### config.mk
export PLATFORM = sky130hd
export DESIGN_NAME = ps2_kbd_ctrl
export DESIGN_NICKNAME = d
export VERILOG_FILES = /design/src/rtl/ps2_kbd_pkg.sv /design/src/rtl/ps2_kbd_fifo.sv /design/src/rtl/ps2_kbd_ctrl.sv
export SDC_FILE = /design/constraint.sdc
export NUM_CORES = 1
export LEC_CHECK = 0
export ABC_AREA = 0
export BUFFER_PORTS_ARGS = -buffer_cell sky130_fd_sc_hd__buf_2
export CELL_PAD_IN_SITES_DETAIL_PLACEMENT = 1
export CELL_PAD_IN_SITES_GLOBAL_PLACEMENT = 1
export CORE_MARGIN = 2
export CORE_UTILIZATION = 30
export DETAILED_ROUTE_END_ITERATION = 8
export HOLD_SLACK_MARGIN = 0.02
export MAX_ROUTING_LAYER = met4
export PLACE_DENSITY = 0.58
export SLEW_MARGIN = 10
export SYNTH_ARGS = -nofsm -noshare
export SYNTH_HDL_FRONTEND = slang
export SYNTH_SLANG_ARGS = --single-unit
### constraint.sdc
create_clock -name clk -period 5.6 [get_ports clk]
set_clock_uncertainty 0.2 [all_clocks]
set_input_delay 0.84 -clock clk [delete_from_list [all_inputs] [get_ports clk]]
set_output_delay 0.84 -clock clk [all_outputs]
set_load 0.02 [all_outputs]
### src/rtl/ps2_kbd_pkg.sv
// Shared types and constants for the PS/2 scan-code set 2 keyboard controller.
package ps2_kbd_pkg;

    typedef enum logic [2:0] {
        S_IDLE    = 3'd0,
        S_BRK     = 3'd1,
        S_EXT     = 3'd2,
        S_EXT_BRK = 3'd3,
        S_PAUSE   = 3'd4
    } kbd_state_t;

    typedef struct packed {
        logic       ext;
        logic       rel;
        logic [7:0] code;
    } kbd_event_t;

    localparam logic [7:0] BYTE_E0 = 8'hE0;
    localparam logic [7:0] BYTE_F0 = 8'hF0;
    localparam logic [7:0] BYTE_E1 = 8'hE1;
    localparam logic [7:0] BYTE_AA = 8'hAA;
    localparam logic [7:0] BYTE_FA = 8'hFA;
    localparam logic [7:0] BYTE_FE = 8'hFE;
    localparam logic [7:0] BYTE_FC = 8'hFC;
    localparam logic [7:0] BYTE_00 = 8'h00;
    localparam logic [7:0] BYTE_FF = 8'hFF;

    localparam logic [2:0] PAUSE_SKIP = 3'd7;

    function automatic kbd_event_t make_event(input logic ext, input logic rel, input logic [7:0] code);
        kbd_event_t ev;
        ev.ext  = ext;
        ev.rel  = rel;
        ev.code = code;
        return ev;
    endfunction

endpackage

### src/rtl/ps2_kbd_fifo.sv
// Synchronous show-ahead FIFO of key events; the head entry is always visible on dout.
module ps2_kbd_fifo
    import ps2_kbd_pkg::*;
#(
    parameter int DEPTH = 8
) (
    input  logic       clk,
    input  logic       reset,
    input  logic       push,
    input  kbd_event_t din,
    input  logic       pop,
    output kbd_event_t dout,
    output logic       empty,
    output logic       full,
    output logic       overflow
);

    localparam int AW = $clog2(DEPTH);
    localparam logic [AW:0] FULL_CNT = (AW+1)'(DEPTH);

    kbd_event_t      mem_r [DEPTH];
    logic [AW-1:0]   wr_ptr_r;
    logic [AW-1:0]   rd_ptr_r;
    logic [AW:0]     count_r;
    logic            do_push_s;
    logic            do_pop_s;

    assign empty     = (count_r == (AW+1)'(0));
    assign full      = (count_r == FULL_CNT);
    assign do_pop_s  = pop & ~empty;
    // A push into a full FIFO only lands when the head leaves in the same cycle.
    assign do_push_s = push & (~full | do_pop_s);
    assign overflow  = push & full & ~do_pop_s;
    assign dout      = mem_r[rd_ptr_r];

    // Pointer and occupancy bookkeeping.
    always_ff @(posedge clk) begin
        if (!reset) begin
            wr_ptr_r <= AW'(0);
            rd_ptr_r <= AW'(0);
            count_r  <= (AW+1)'(0);
        end else begin
            if (do_push_s) wr_ptr_r <= wr_ptr_r + AW'(1);
            else           wr_ptr_r <= wr_ptr_r;
            if (do_pop_s)  rd_ptr_r <= rd_ptr_r + AW'(1);
            else           rd_ptr_r <= rd_ptr_r;
            case ({do_push_s, do_pop_s})
                2'b10:   count_r <= count_r + (AW+1)'(1);
                2'b01:   count_r <= count_r - (AW+1)'(1);
                default: count_r <= count_r;
            endcase
        end
    end

    // Storage array; cleared on reset so the idle head reads as zero.
    always_ff @(posedge clk) begin
        if (!reset) begin
            for (int i = 0; i < DEPTH; i++) mem_r[i] <= '0;
        end else if (do_push_s) begin
            mem_r[wr_ptr_r] <= din;
        end else begin
            mem_r[rd_ptr_r] <= mem_r[rd_ptr_r];
        end
    end

endmodule

### src/rtl/ps2_kbd_ctrl.sv
// PS/2 scan-code set 2 decoder feeding an event FIFO, with receiver throttling.
// Optional statistics counters (ev_cnt, drop_cnt) are built when PS2_KBD_STATS_EN is defined.
module ps2_kbd_ctrl
    import ps2_kbd_pkg::*;
#(
    parameter int FIFO_DEPTH     = 8,
    parameter int TIMEOUT_CYCLES = 2000000
) (
    input  logic       clk,
    input  logic       reset,
    input  logic       rx_idle,
    input  logic       rx_done_tick,
    input  logic [7:0] rx_dout,
    output logic       rx_en,
    output logic       ev_valid,
    input  logic       ev_ready,
    output logic [7:0] ev_code,
    output logic       ev_ext,
    output logic       ev_rel,
    output logic       bat_ok,
    output logic       err,
    input  logic       err_clr
`ifdef PS2_KBD_STATS_EN
    ,
    output logic [15:0] ev_cnt,
    output logic [15:0] drop_cnt
`endif
);

    localparam int TW = $clog2(TIMEOUT_CYCLES);

    kbd_state_t  state_r, next_state_s;
    logic [2:0]  skip_r;
    logic [TW-1:0] tmo_cnt_r;
    logic        timeout_s;
    logic        push_s, set_bat_s, set_err_byte_s;
    kbd_event_t  push_ev_s, head_s;
    logic        fifo_full_s, fifo_empty_s, overflow_s;
    logic        bat_r, err_r;
    logic        unused_s;

    // rx_idle belongs to the receiver handshake but decoding does not need it.
    assign unused_s  = rx_idle;
    assign timeout_s = (state_r != S_IDLE) & ~rx_done_tick & (tmo_cnt_r == TW'(TIMEOUT_CYCLES - 1));

    // State register.
    always_ff @(posedge clk) begin
        if (!reset) state_r <= S_IDLE;
        else        state_r <= next_state_s;
    end

    // Next-state decode of the prefix sequences.
    always_comb begin
        next_state_s = state_r;
        if (rx_done_tick) begin
            case (state_r)
                S_IDLE: begin
                    case (rx_dout)
                        BYTE_E0: next_state_s = S_EXT;
                        BYTE_F0: next_state_s = S_BRK;
                        BYTE_E1: next_state_s = S_PAUSE;
                        default: next_state_s = S_IDLE;
                    endcase
                end
                S_EXT: begin
                    if (rx_dout == BYTE_F0)      next_state_s = S_EXT_BRK;
                    else if (rx_dout == BYTE_E0) next_state_s = S_EXT;
                    else                         next_state_s = S_IDLE;
                end
                S_BRK, S_EXT_BRK: next_state_s = S_IDLE;
                S_PAUSE: begin
                    if (skip_r <= 3'd1) next_state_s = S_IDLE;
                    else                next_state_s = S_PAUSE;
                end
                default: next_state_s = S_IDLE;
            endcase
        end else if (timeout_s) begin
            next_state_s = S_IDLE;
        end else begin
            next_state_s = state_r;
        end
    end

    // Per-byte actions: event push and sticky-flag set requests.
    always_comb begin
        push_s         = 1'b0;
        push_ev_s      = '0;
        set_bat_s      = 1'b0;
        set_err_byte_s = 1'b0;
        if (rx_done_tick) begin
            case (state_r)
                S_IDLE: begin
                    case (rx_dout)
                        BYTE_E0, BYTE_F0, BYTE_E1, BYTE_FA, BYTE_FE: begin
                        end
                        BYTE_AA: set_bat_s = 1'b1;
                        BYTE_00, BYTE_FC, BYTE_FF: set_err_byte_s = 1'b1;
                        default: begin
                            push_s    = 1'b1;
                            push_ev_s = make_event(1'b0, 1'b0, rx_dout);
                        end
                    endcase
                end
                S_EXT: begin
                    if (rx_dout != BYTE_F0 && rx_dout != BYTE_E0) begin
                        push_s    = 1'b1;
                        push_ev_s = make_event(1'b1, 1'b0, rx_dout);
                    end else begin
                        push_s = 1'b0;
                    end
                end
                S_BRK: begin
                    push_s    = 1'b1;
                    push_ev_s = make_event(1'b0, 1'b1, rx_dout);
                end
                S_EXT_BRK: begin
                    push_s    = 1'b1;
                    push_ev_s = make_event(1'b1, 1'b1, rx_dout);
                end
                S_PAUSE: begin
                    if (skip_r <= 3'd1) begin
                        push_s    = 1'b1;
                        push_ev_s = make_event(1'b1, 1'b0, BYTE_E1);
                    end else begin
                        push_s = 1'b0;
                    end
                end
                default: push_s = 1'b0;
            endcase
        end else begin
            push_s = 1'b0;
        end
    end

    // Pause-sequence skip counter.
    always_ff @(posedge clk) begin
        if (!reset)                                             skip_r <= 3'd0;
        else if (rx_done_tick && state_r == S_IDLE && rx_dout == BYTE_E1) skip_r <= PAUSE_SKIP;
        else if (rx_done_tick && state_r == S_PAUSE)            skip_r <= skip_r - 3'd1;
        else                                                    skip_r <= skip_r;
    end

    // Inter-byte timeout counter; only advances mid-sequence.
    always_ff @(posedge clk) begin
        if (!reset)                                          tmo_cnt_r <= TW'(0);
        else if (rx_done_tick || state_r == S_IDLE || timeout_s) tmo_cnt_r <= TW'(0);
        else                                                 tmo_cnt_r <= tmo_cnt_r + TW'(1);
    end

    // Sticky flags; a coinciding set beats err_clr.
    always_ff @(posedge clk) begin
        if (!reset) begin
            bat_r <= 1'b0;
            err_r <= 1'b0;
        end else begin
            if (set_bat_s)    bat_r <= 1'b1;
            else if (err_clr) bat_r <= 1'b0;
            else              bat_r <= bat_r;
            if (set_err_byte_s || timeout_s || overflow_s) err_r <= 1'b1;
            else if (err_clr)                               err_r <= 1'b0;
            else                                            err_r <= err_r;
        end
    end

    ps2_kbd_fifo #(.DEPTH(FIFO_DEPTH)) u_fifo (
        .clk      (clk),
        .reset    (reset),
        .push     (push_s),
        .din      (push_ev_s),
        .pop      (ev_ready),
        .dout     (head_s),
        .empty    (fifo_empty_s),
        .full     (fifo_full_s),
        .overflow (overflow_s)
    );

    assign rx_en    = ~fifo_full_s;
    assign ev_valid = ~fifo_empty_s;
    assign ev_code  = head_s.code;
    assign ev_ext   = head_s.ext;
    assign ev_rel   = head_s.rel;
    assign bat_ok   = bat_r;
    assign err      = err_r;

`ifdef PS2_KBD_STATS_EN
    logic [15:0] ev_cnt_r, drop_cnt_r;

    // Saturating event and drop statistics; overflow and timeout never coincide.
    always_ff @(posedge clk) begin
        if (!reset) begin
            ev_cnt_r   <= 16'd0;
            drop_cnt_r <= 16'd0;
        end else begin
            if (push_s && !overflow_s && ev_cnt_r != 16'hFFFF) ev_cnt_r <= ev_cnt_r + 16'd1;
            else                                               ev_cnt_r <= ev_cnt_r;
            if ((overflow_s || timeout_s) && drop_cnt_r != 16'hFFFF) drop_cnt_r <= drop_cnt_r + 16'd1;
            else                                                     drop_cnt_r <= drop_cnt_r;
        end
    end

    assign ev_cnt   = ev_cnt_r;
    assign drop_cnt = drop_cnt_r;
`endif

endmodule

---- Word level (Yosys, flattened, before mapping) ----
Memories as Yosys holds them, arrays and structs flattened. A register that Yosys moved wholly into a read port is not among the register bits.
Cells that the tools add are included.
word-level totals
  bits of input ports ..................... 14
  memories kept ........................... 1
  register bits ........................... 39
  output and inout bits ................... 14
  word-level logic and storage cells ...... 113
  memory bits (writable) .................. 80
operators by class
  mux-type cells .......................... 44
  $lt $le $gt $ge ......................... 1
  add/sub/neg operators ................... 6
  reductions and logical operators ........ 23
  bitwise logic cells ..................... 12
  equality and inequality tests ........... 18
memories
  name          depth  bits a word  read ports  clocked after memory_dff  wr ports  line                RTL
  u_fifo.mem_r  8      10           1           1                         8         ps2_kbd_fifo.sv:21  kbd_event_t mem_r [DEPTH];
operators by type and width
  operator                 number
  $eq A8 B8 Y1 const B     8
  $mux W10                 5
  $pmux W10 S5             1
  $mux W3                  9
  $mux W1                  22
  $add A21 B1 Y21 const B  1
  $eq A21 B21 Y1 const B   1
  $reduce_or A10 Y1        2
  $pmux W3 S3              2
  $ne A8 B8 Y1 const B     2
  $reduce_bool A2 Y1       5
  $reduce_or A9 Y1         1
  $logic_not A8 Y1         1
  $mux W8                  1
  $pmux W4 S2              1
  $add A3 B1 Y3 const B    2
  $and A1 B1 Y1            6
  $eq A3 B2 Y1 const B     2
  $not A1 Y1               5
  $add A4 B1 Y4 const B    1
  $eq A4 B4 Y1 const B     1
  $logic_and A1 B1 Y1      4
  $logic_not A4 Y1         1
  $logic_or A1 B1 Y1       4
  other kinds (14)         16

---- Longest topological paths before layout ----
Gate-level depths: netlist of run 1.
  word-level depth ........................ 12
  depth in mapped cells ................... 16

---- Cells and area by module ----
Synthesis of run 1 repeated with hierarchy kept, for this count alone.
second synthesis, totals
  cells, all modules ...................... 613
  area, all modules ....................... 6438.7 um2
modules (own cells, without submodules)
  module        cells an instance  instances  area each (um2)  sequential area each (um2)
  ps2_kbd_fifo  397                1          4664.5           2662.6
  ps2_kbd_ctrl  216                1          1774.2           580.6

---- Least setup slack after synthesis of run 1 ----
OpenSTA, ideal clock, no wires.
  kind .................................... input to register
  start point ............................. input rx_dout[0]
  end point ............................... memory u_fifo.mem_r[1][0] (netlist bit), enable pin
  setup time .............................. 0.415 ns
  arrival time ............................ 3.570 ns
  required time ........................... 4.985 ns
  stages .................................. 8
  slack ................................... 1.415 ns
  cells stage by stage .................... buf_2 or4_1 a21oi_1 or3_4 o221a_4 nor2_1 buf_2 o311ai_0
RTL lines
  item         line                RTL
  from (decl)  ps2_kbd_ctrl.sv:13  input logic [7:0] rx_dout,
  to (decl)    ps2_kbd_fifo.sv:21

---- Worst setup path in the final report of run 1 ----
  start point ............................. input rx_dout[3]
  end point ............................... register u_fifo.count_r[3]
on the way
  word-level cells in the longest chain between the ends .. 8
  elaborated cells between the ends (all ways) .. 22
  classes of those cells .................. 12 x eq/ne; 5 x mux; 1 x bitwise; 4 x reduce/logical
RTL lines
  item                                                               line                                     RTL
  $eq A8 B8 Y1, or another cell as far along                         ps2_kbd_ctrl.sv:93                       case (rx_dout)
  $reduce_or A9 Y1 (no line) or $logic_and A1 B1 Y1 (tied branches)  --
  $mux W1, on equally long branches                                  ps2_kbd_ctrl.sv:93, ps2_kbd_ctrl.sv:105
  $pmux W1 S4 *                                                      ps2_kbd_ctrl.sv:91                       case (state_r)
  $mux W1 *                                                          ps2_kbd_ctrl.sv:90                       if (rx_done_tick) begin
  $and A1 B1 Y1 *                                                    ps2_kbd_fifo.sv:32                       assign do_push_s = push & (~full | do_pop_s);
  $eq A2 B1 Y1 or $eq A2 B2 Y1 (tied branches)                       ps2_kbd_fifo.sv:47                       case ({do_push_s, do_pop_s})
  $pmux W4 S2 or $reduce_bool A2 Y1 (tied branches)                  --
  to (signal assigned)                                               ps2_kbd_fifo.sv:48                       2'b10: count_r <= count_r + (AW+1)'(1);
  to (signal assigned)                                               ps2_kbd_fifo.sv:49                       2'b01: count_r <= count_r - (AW+1)'(1);
  to (signal assigned)                                               ps2_kbd_fifo.sv:50                       default: count_r <= count_r;
  to (decl)                                                          ps2_kbd_fifo.sv:24                       logic [AW:0] count_r;
Mark *: on every way between the ends. The rest lies on a longest branch, timed or not.
A chain may end at the register's enable or synchronous reset.

==> metrics.yaml, run 1 <==
logic_synthesis:
  synth_async_sr_flop_share: 0
  synth_area_per_cell_um2: 10.7
  synth_flop_cell: "edfxtp_1"
  seq_area_frac_synth: 0.485
  syn_inst: 625
  ys_types: 67
  synth-edff-count: 80
  syn_nets: 648
  synth_area_mm2: 0.00668
  yosysWarnings: 0
  synth_seq_cells: 122
layout:
  instances_no_fill: 945
  synthToLayoutAreaGrowth_pct: 15.7
  layout_commonest_cell: "nor2_1"
  final_cell_mix: "nor2_1, edfxtp_1, dfxtp_1"
  drive_above_1_share: 0.202
  nets: 675
  fin_area_mm2: 0.00773
  n_antenna_cell: 0
  final_util: 0.354
job:
  max-cap-violations: 0
drt:
  postRouteAntennaNets: 0
  vias: 4924
  drt_iter0_drc: 392
  viasPerCell: 5.21
  first_pass_iters: 5
  drc: 0
  wirelength_um: 18700
  wl_per_cell_um: 19.8
setup_path:
  path_depth: 14
  reg2reg_to: "u_fifo.count_r[3]"
  worstPathRequired_ns: 5.75
  cp_num_buf_inv: 2
  cpMaxStageDelayCell: "nor2_1"
  crit_type: "in -> reg"
  crit_path_cell_trace: "buf_2, nor4_1, a2111oi_2, nor2_2, o221a_4, nor2_1, inv_1, ha_1, ha_1, a21o_1, a21oi_1, xnor2_1, or3_1, a21boi_0"
  critical_path.endpoint: "u_fifo.count_r[3]"
  end_kind: "flip-flop"
  r2r_start: "skip_r[0]"
  critPathLaunch: "rx_dout[3]"
  critPathArrivalTime_ns: 4.42
  rrSetupSlack_ns: 1.36
  cp_max_fo: 13
  path_delay_family: "compound AO/OA/AOI/OAI gates"
  critical_path.max_stage_delay_ns: 0.71
  startpoint_type: "input port"
  path_common_cell: "ha_1"
  worstRegToRegCells: 14
clock_network:
  htreeDepth: 4
  post-cts-setup-buffer-count: 0
  cts_tree: "yes"
  root_buffer: "clkbuf_16"
  clk_pin_slew_ns: 0.06
  cts_buffers: 17
  ctsHoldBuffers: 0
  cts.sinks: 122
  cts_resized: 0
  cts_max_path_buffers: 2
  clkLatencyLatePin_ns: 0.42
sta:
  relSlewSlack: 0.360
  timing.final.ws_setup_ns: 1.33
  finalMaxSlewViolations: 0
  finalSetupTns_ns: 0
  whs_ns: 0.260
  hold_violations: 0
  max_freq_mhz: 234
  worst_slew_pin_slew_ns: 0.959
  finalSetupViolations: 0
  post-route-period-util: 0.763
  rsz0062_at_grt: "false"
  period_minus_slack_ns: 4.27
grt:
  grtUsageTotal: 0.171
  grt_max_degree: 48
  first_global_vias: 5195
  grt_remaining_overflow: 0
  grt_pass1_wl_um: 29900
  antenna_found_initial: 0
floorplan:
  die_w_um: 153
  std_cell_rows: 54
  die_h_um: 153
  dieArea_mm2: 0.0235
  initial_core_util: 0.306
  core_region_area_mm2: 0.0218
  pin_count: 28
power_and_ir_drop:
  total_power_mw: 2.85
  power_density_mw_per_mm2: 368
  ir_worst_vdd_uv: 208
  total_leakage_power_nw: 2.78
placement:
  gp_congestion: 0.797
  dpl.cell_count: 913
  place_area_mm2: 0.00713
  port-buffer-count: 26
  pre_cts_ws_ns: 0.895
  dp_hpwl_um: 13200
status:
  status: "completed"
min_path:
  hold_class: "reg -> reg"
## cell type report
cell class,count,area [um2]
fill,2402,14100
multi-input combinational,452,3220
tap,280,350
clock inverter,10,149
inverter,18,67.6
sequential,122,3240
timing repair buffer,41,243
clock buffer,22,454
## cell families after synthesis
kind of cell	share of synthesized area
xor+xnor	0.0354
mux	0.120
flops	0.485
fa+ha+maj	0.0180
compound gates	0.0850
simple gates	0.215
buf+inv	0.0410
## power by group
| group | internal, mW | switching (mW) |
|---|---|---|
| registers | 1.04 | 0.0533 |
| logic | 0.237 | 0.384 |
| clock network | 0.749 | 0.384 |
## cells in the mapped netlist (7+ instances only)
master,number,share of area
nor2_1,126,0.071
edfxtp_1,80,0.36
dfxtp_1,42,0.13
nand2_1,36,0.020
mux2i_1,27,0.040
and3_1,24,0.022
a21oi_1,20,0.015
mux4_2,20,0.067
inv_1,18,0.010
nand3_1,18,0.013
clkbuf_1,14,0.0079
xor2_1,14,0.018
xnor2_1,13,0.017
and2_1,12,0.011
nor3_1,10,0.0075
o21ai_1,10,0.0075
a21boi_0,8,0.0090
ha_1,8,0.015
nand4_1,8,0.0075
o21ai_0,8,0.0060
buf_2,7,0.0052
## layer usage
layer | global-route usage | share of wire
met5 | - | 0
met4 | 0.0578 | 0.020
met3 | 0.0352 | 0.039
met2 | 0.267 | 0.48
met1 | 0.223 | 0.46
## worst min path at each step
stage                             from           end  depth (start not counted)
after floorplan           tmo_cnt_r[0]  tmo_cnt_r[0]                          1
final                     tmo_cnt_r[0]  tmo_cnt_r[0]                          1
after detailed placement  tmo_cnt_r[0]  tmo_cnt_r[0]                          1
after CTS                 tmo_cnt_r[0]  tmo_cnt_r[0]                          1
after global placement    tmo_cnt_r[0]  tmo_cnt_r[0]                          1
after global routing      tmo_cnt_r[0]  tmo_cnt_r[0]                          1
## flip-flops by register name, indices dropped and copies added, names as in the netlist, named ones only
| name | cells |
|---|---|
| tmo_cnt_r | 21 |
| u_fifo.rd_ptr_r | 3 |
| bat_ok | 1 |
| skip_r | 3 |
| err | 1 |
| state_r | 3 |
| u_fifo.wr_ptr_r | 3 |
| u_fifo.mem_r | 80 |
| u_fifo.count_r | 4 |
Note: power is estimated with default switching activity, not from simulation.
==> inputs of run 2 (changes only) <==
- clock period: 5.6 -> 4.5 ns (I/O delays scaled with it)
==> run 2 against run 1 <==
  * Non-clock buffer count decreased by 2
  * Cell count decreased by 0.42%
  * Power increased by 18%
  * Largest cell class unchanged
==> metrics.yaml, run 2 (same netlist as run 1, synthesis figures left out) <==
drt:
  drt_iter0_drc: 237
  wl_per_cell_um: 19.3
  wirelength_um: 18100
  viasPerCell: 5.21
  first_pass_iters: 4
  postRouteAntennaNets: 0
  drc: 0
  vias: 4902
grt:
  grt_pass1_wl_um: 29300
  grt_remaining_overflow: 0
  grt_max_degree: 48
  first_global_vias: 5161
  antenna_found_initial: 0
  grtUsageTotal: 0.167
setup_path:
  rrSetupSlack_ns: 0.93
  worstPathRequired_ns: 4.65
  end_kind: "flip-flop"
  worstRegToRegCells: 14
  critPathArrivalTime_ns: 3.72
  crit_type: "reg -> reg"
  startpoint_type: "flip-flop"
  reg2reg_to: "u_fifo.count_r[3]"
  cp_max_fo: 13
  r2r_start: "skip_r[0]"
layout:
  final_cell_mix: "nor2_1, edfxtp_1, dfxtp_1"
  fin_area_mm2: 0.00765
  largest_reg_flops: 80
  layout_commonest_cell: "nor2_1"
  regMostFlops: "u_fifo.mem_r"
  synthToLayoutAreaGrowth_pct: 14.5
  reg_top3: "u_fifo.mem_r x80, tmo_cnt_r x21, u_fifo.count_r x4"
  nets: 673
  final_util: 0.350
  drive_above_1_share: 0.200
  n_antenna_cell: 0
clock_network:
  clkLatencyLatePin_ns: 0.42
  clk_pin_slew_ns: 0.06
  cts_max_path_buffers: 2
  cts_resized: 0
  htreeDepth: 4
  ctsHoldBuffers: 0
  root_buffer: "clkbuf_16"
  cts_buffers: 17
  post-cts-setup-buffer-count: 0
  cts_tree: "yes"
  cts.sinks: 122
sta:
  finalSetupViolations: 0
  rsz0062_at_grt: "false"
  worst_slew_pin_slew_ns: 0.970
  relSlewSlack: 0.353
  finalSetupTns_ns: 0
  post-route-period-util: 0.794
  max_freq_mhz: 280
  period_minus_slack_ns: 3.57
  hold_violations: 0
  finalMaxSlewViolations: 0
job:
  max-cap-violations: 0
power_and_ir_drop:
  pwr-share-seq: 0.402
  clockPowerShare: 0.363
  p_sw_frac: 0.306
  ir_worst_vdd_uv: 247
  total_leakage_power_nw: 2.74
  switching_power_mw: 1.02
  intPower_mw: 2.33
  power_density_mw_per_mm2: 438
  combPwrFrac: 0.235
floorplan:
  die_w_um: 153
  core_region_area_mm2: 0.0218
  std_cell_rows: 54
  pin_count: 28
  initial_core_util: 0.306
  die_h_um: 153
  dieArea_mm2: 0.0235
min_path:
  min-delay-start: "tmo_cnt_r[0]"
  whs_endpoint: "tmo_cnt_r[0]"
  hold_depth: 1
  hold_class: "reg -> reg"
placement:
  gp_congestion: 0.826
  dp_hpwl_um: 13100
  place_area_mm2: 0.00711
  port-buffer-count: 26
status:
  status: "completed"
## run 2: through the flow
step | power, mW | setup slack, ns | instances | hold WS, ns
after CTS | 3.39 | 0.718 | 941 | 0.292
after global routing | 3.51 | 0.624 | 941 | 0.317
after global placement | 2.13 | 0.473 | 911 | 0.240
final | 3.35 | 0.928 | 941 | 0.291
after detailed placement | 2.16 | 0.406 | 911 | 0.286
after floorplan | 1.91 | 0.480 | 625 | 0.226
## run 2: how the worst max path moves through the flow
stage,from,end,slack [ns],cells after the start
finish,skip_r[0],u_fifo.count_r[3],0.93,14
detailed placement,rx_dout[3],u_fifo.mem_r[4][5],0.41,9
CTS,skip_r[0],u_fifo.mem_r[4][6],0.72,9
global placement,rx_dout[3],u_fifo.mem_r[4][5],0.47,9
global route,skip_r[0],u_fifo.count_r[3],0.62,14
floorplan,rx_dout[0],u_fifo.mem_r[1][0],0.48,8
## run 2: area by class of cell
type / instances / area [um2]
clock inverter: 12 / 85.1
clock buffer: 18 / 429
fill: 2431 / 14200
tap: 280 / 350
multi-input combinational: 452 / 3240
sequential: 122 / 3240
timing repair buffer: 39 / 228
inverter: 18 / 67.6
## run 2: worst max-delay path, cell delays in order (launching register included)
cell	delay (ns)
dfxtp_1	0.39
ha_1	0.16
o21ba_2	0.18
nor4b_4	0.42
nor2_2	0.13
o221a_4	0.35
nor2_1	0.15
inv_1	0.08
ha_1	0.23
ha_1	0.28
a21o_1	0.18
a21oi_1	0.18
xnor2_1	0.10
or3_1	0.31
a21boi_0	0.16
## run 2: power by group through the flow
stage	registers, mW	clock network [mW]	logic, mW
after global placement	1.36	0	0.772
after detailed placement	1.37	0	0.794
final	1.35	1.22	0.786
after CTS	1.35	1.24	0.797
after global routing	1.36	1.29	0.865
after floorplan	1.35	0	0.562
## run 2: routing by layer
layer	share of wire	track usage	vias to the layer above
met5	0	-	-
met1	0.46	0.214	2482
met4	0.019	0.0560	0
met3	0.042	0.0352	28
met2	0.47	0.263	88
li1	-	-	2304
==> inputs of run 3 (changes only) <==
- PLACE_DENSITY: 0.58 -> 0.6
- clock period: 4.5 -> 3.1 ns (I/O delays scaled with it)
==> run 3 against run 2 <==
  * Sequential power up 45%
  * Count of clock-buffer cells in the layout shrank 1
  * Via count grew 4.8%
  * Clock power is 57% higher
  * Worst hold slack worse by 0.066 ns
  * Highest routed layer unchanged
==> metrics.yaml, run 3 (same netlist as run 1, synthesis figures left out) <==
status:
  status: "completed"
clock_network:
  clk_pin_slew_ns: 0.06
  root_buffer: "clkbuf_16"
  cts_buffers: 17
  cts_tree: "yes"
  cts_max_path_buffers: 2
  htreeDepth: 4
  cts.sinks: 122
  ctsHoldBuffers: 0
  clkLatencyLatePin_ns: 0.42
sta:
  timing.final.ws_setup_ns: 0.117
  post-route-period-util: 0.962
  relSlewSlack: 0.368
  hold_violations: 0
  period_minus_slack_ns: 2.98
  finalMaxSlewViolations: 0
  max_freq_mhz: 335
  worst_slew_pin_slew_ns: 0.942
  whs_ns: 0.225
  finalSetupViolations: 0
floorplan:
  dieArea_mm2: 0.0235
  core_region_area_mm2: 0.0218
  die_w_um: 153
  initial_core_util: 0.306
  pin_count: 28
  die_h_um: 153
  std_cell_rows: 54
job:
  max-cap-violations: 0
drt:
  postRouteAntennaNets: 0
  viasPerCell: 5.16
  wl_per_cell_um: 19.5
  wirelength_um: 19500
  drc: 0
  drt_iter0_drc: 281
  first_pass_iters: 6
  vias: 5135
layout:
  layout_commonest_cell: "nor2_1"
  final_cell_mix: "nor2_1, edfxtp_1, buf_4"
  reg_top3: "u_fifo.mem_r x80, tmo_cnt_r x21, u_fifo.count_r x4"
  synthToLayoutAreaGrowth_pct: 22.4
  final_util: 0.375
  nets: 726
  regMostFlops: "u_fifo.mem_r"
  drive_above_1_share: 0.275
  final.fill_count: 2438
  n_antenna_cell: 0
  largest_reg_flops: 80
setup_path:
  startpoint_type: "flip-flop"
  cp_max_fo: 20
  critPathArrivalTime_ns: 2.32
  crit_type: "reg -> out"
  end_kind: "output port"
  worstPathRequired_ns: 2.43
grt:
  grt_max_degree: 27
  antenna_found_initial: 0
  first_global_vias: 5581
  grt_remaining_overflow: 0
  grtUsageTotal: 0.180
  grt_pass1_wl_um: 31400
power_and_ir_drop:
  ir_worst_vdd_uv: 346
  total_leakage_power_nw: 3.03
  clockPowerShare: 0.373
  combPwrFrac: 0.247
  p_sw_frac: 0.316
  pwr-share-seq: 0.380
  power_density_mw_per_mm2: 630
  switching_power_mw: 1.63
  intPower_mw: 3.52
placement:
  gp_congestion: 0.776
  dp_hpwl_um: 14100
  port-buffer-count: 26
  pre_cts_ws_ns: -0.284
min_path:
  hold_class: "in -> reg"
==> run 3: changes by cell type in the layout (fill, tap and decap cells not counted), moves of 3 or more <==
cell | previous run | this run
clkinv_4 | 0 | 3
inv_6 | 0 | 5
buf_12 | 0 | 6
buf_4 | 13 | 60
clkinv_1 | 4 | 1
o311ai_1 | 0 | 4
clkinv_2 | 5 | 2
==> run 3: final timing paths <==
| kind | from | endpoint | slack (ns) | depth (start not counted) |
|---|---|---|---|---|
| setup / recovery | flip-flop | ev_code[1] | 0.12 | 5 |
| hold / removal | err_clr | bat_ok | 0.23 | 3 |
| setup reg to reg | state_r[0] | u_fifo.count_r[3] | 0.14 | 13 |
| hold reg to reg | tmo_cnt_r[0] | tmo_cnt_r[0] | 0.29 | 1 |
==> run 3: layout make-up <==
class / count / area (um2) / area share
inverters: 18 / 67.6 / 0.00826
multi-input cells: 452 / 3250 / 0.397
clock inverters: 15 / 140 / 0.0171
flip-flops and latches: 122 / 3250 / 0.397
repair buffers: 92 / 701 / 0.0857
clock buffers: 17 / 425 / 0.0520
well taps: 280 / 350 / 0.0428
==> run 3: critical path, stage by stage, from the launching register on <==
cell and delay, ns:
dfxtp_1 0.36, buf_12 0.22, mux4_2 0.55, mux2i_1 0.50, inv_1 0.07, buf_2 0.17
==> run 3: timing repair <==
item                       CTS  global route
setup endpoints to repair   10            59
gates resized for setup      1             6
gates cloned                 0             0
pin swaps                    0             4
setup buffers                0             2
==> run 3: through the flow <==
step | instances | TNS [ns] | power, mW | cell area [um2]
3_3_place_gp | 962 | -6.09 | 3.23 | 7570
6_report | 996 | 0 | 5.15 | 8180
2_1_floorplan | 625 | -9.79 | 2.80 | 6740
5_1_grt | 996 | -0.00764 | 5.40 | 8180
3_5_place_dp | 962 | -9.35 | 3.27 | 7570
4_1_cts | 994 | 0 | 5.21 | 8140
==> run 3: layer usage <==
metal  GRT usage  share of wire
met5           -              0
met4      0.0534          0.021
met3      0.0377          0.036
met2       0.309           0.51
met1       0.214           0.43
==> run 3: power by group through the flow <==
| stage | Clock [mW] | Combinational, mW | Sequential, mW |
|---|---|---|---|
| 3_5_place_dp | 0 | 1.28 | 1.99 |
| 3_3_place_gp | 0 | 1.25 | 1.98 |
| 4_1_cts | 1.97 | 1.29 | 1.96 |
| 2_1_floorplan | 0 | 0.848 | 1.95 |
| 5_1_grt | 2.05 | 1.38 | 1.97 |
| 6_report | 1.92 | 1.27 | 1.96 |
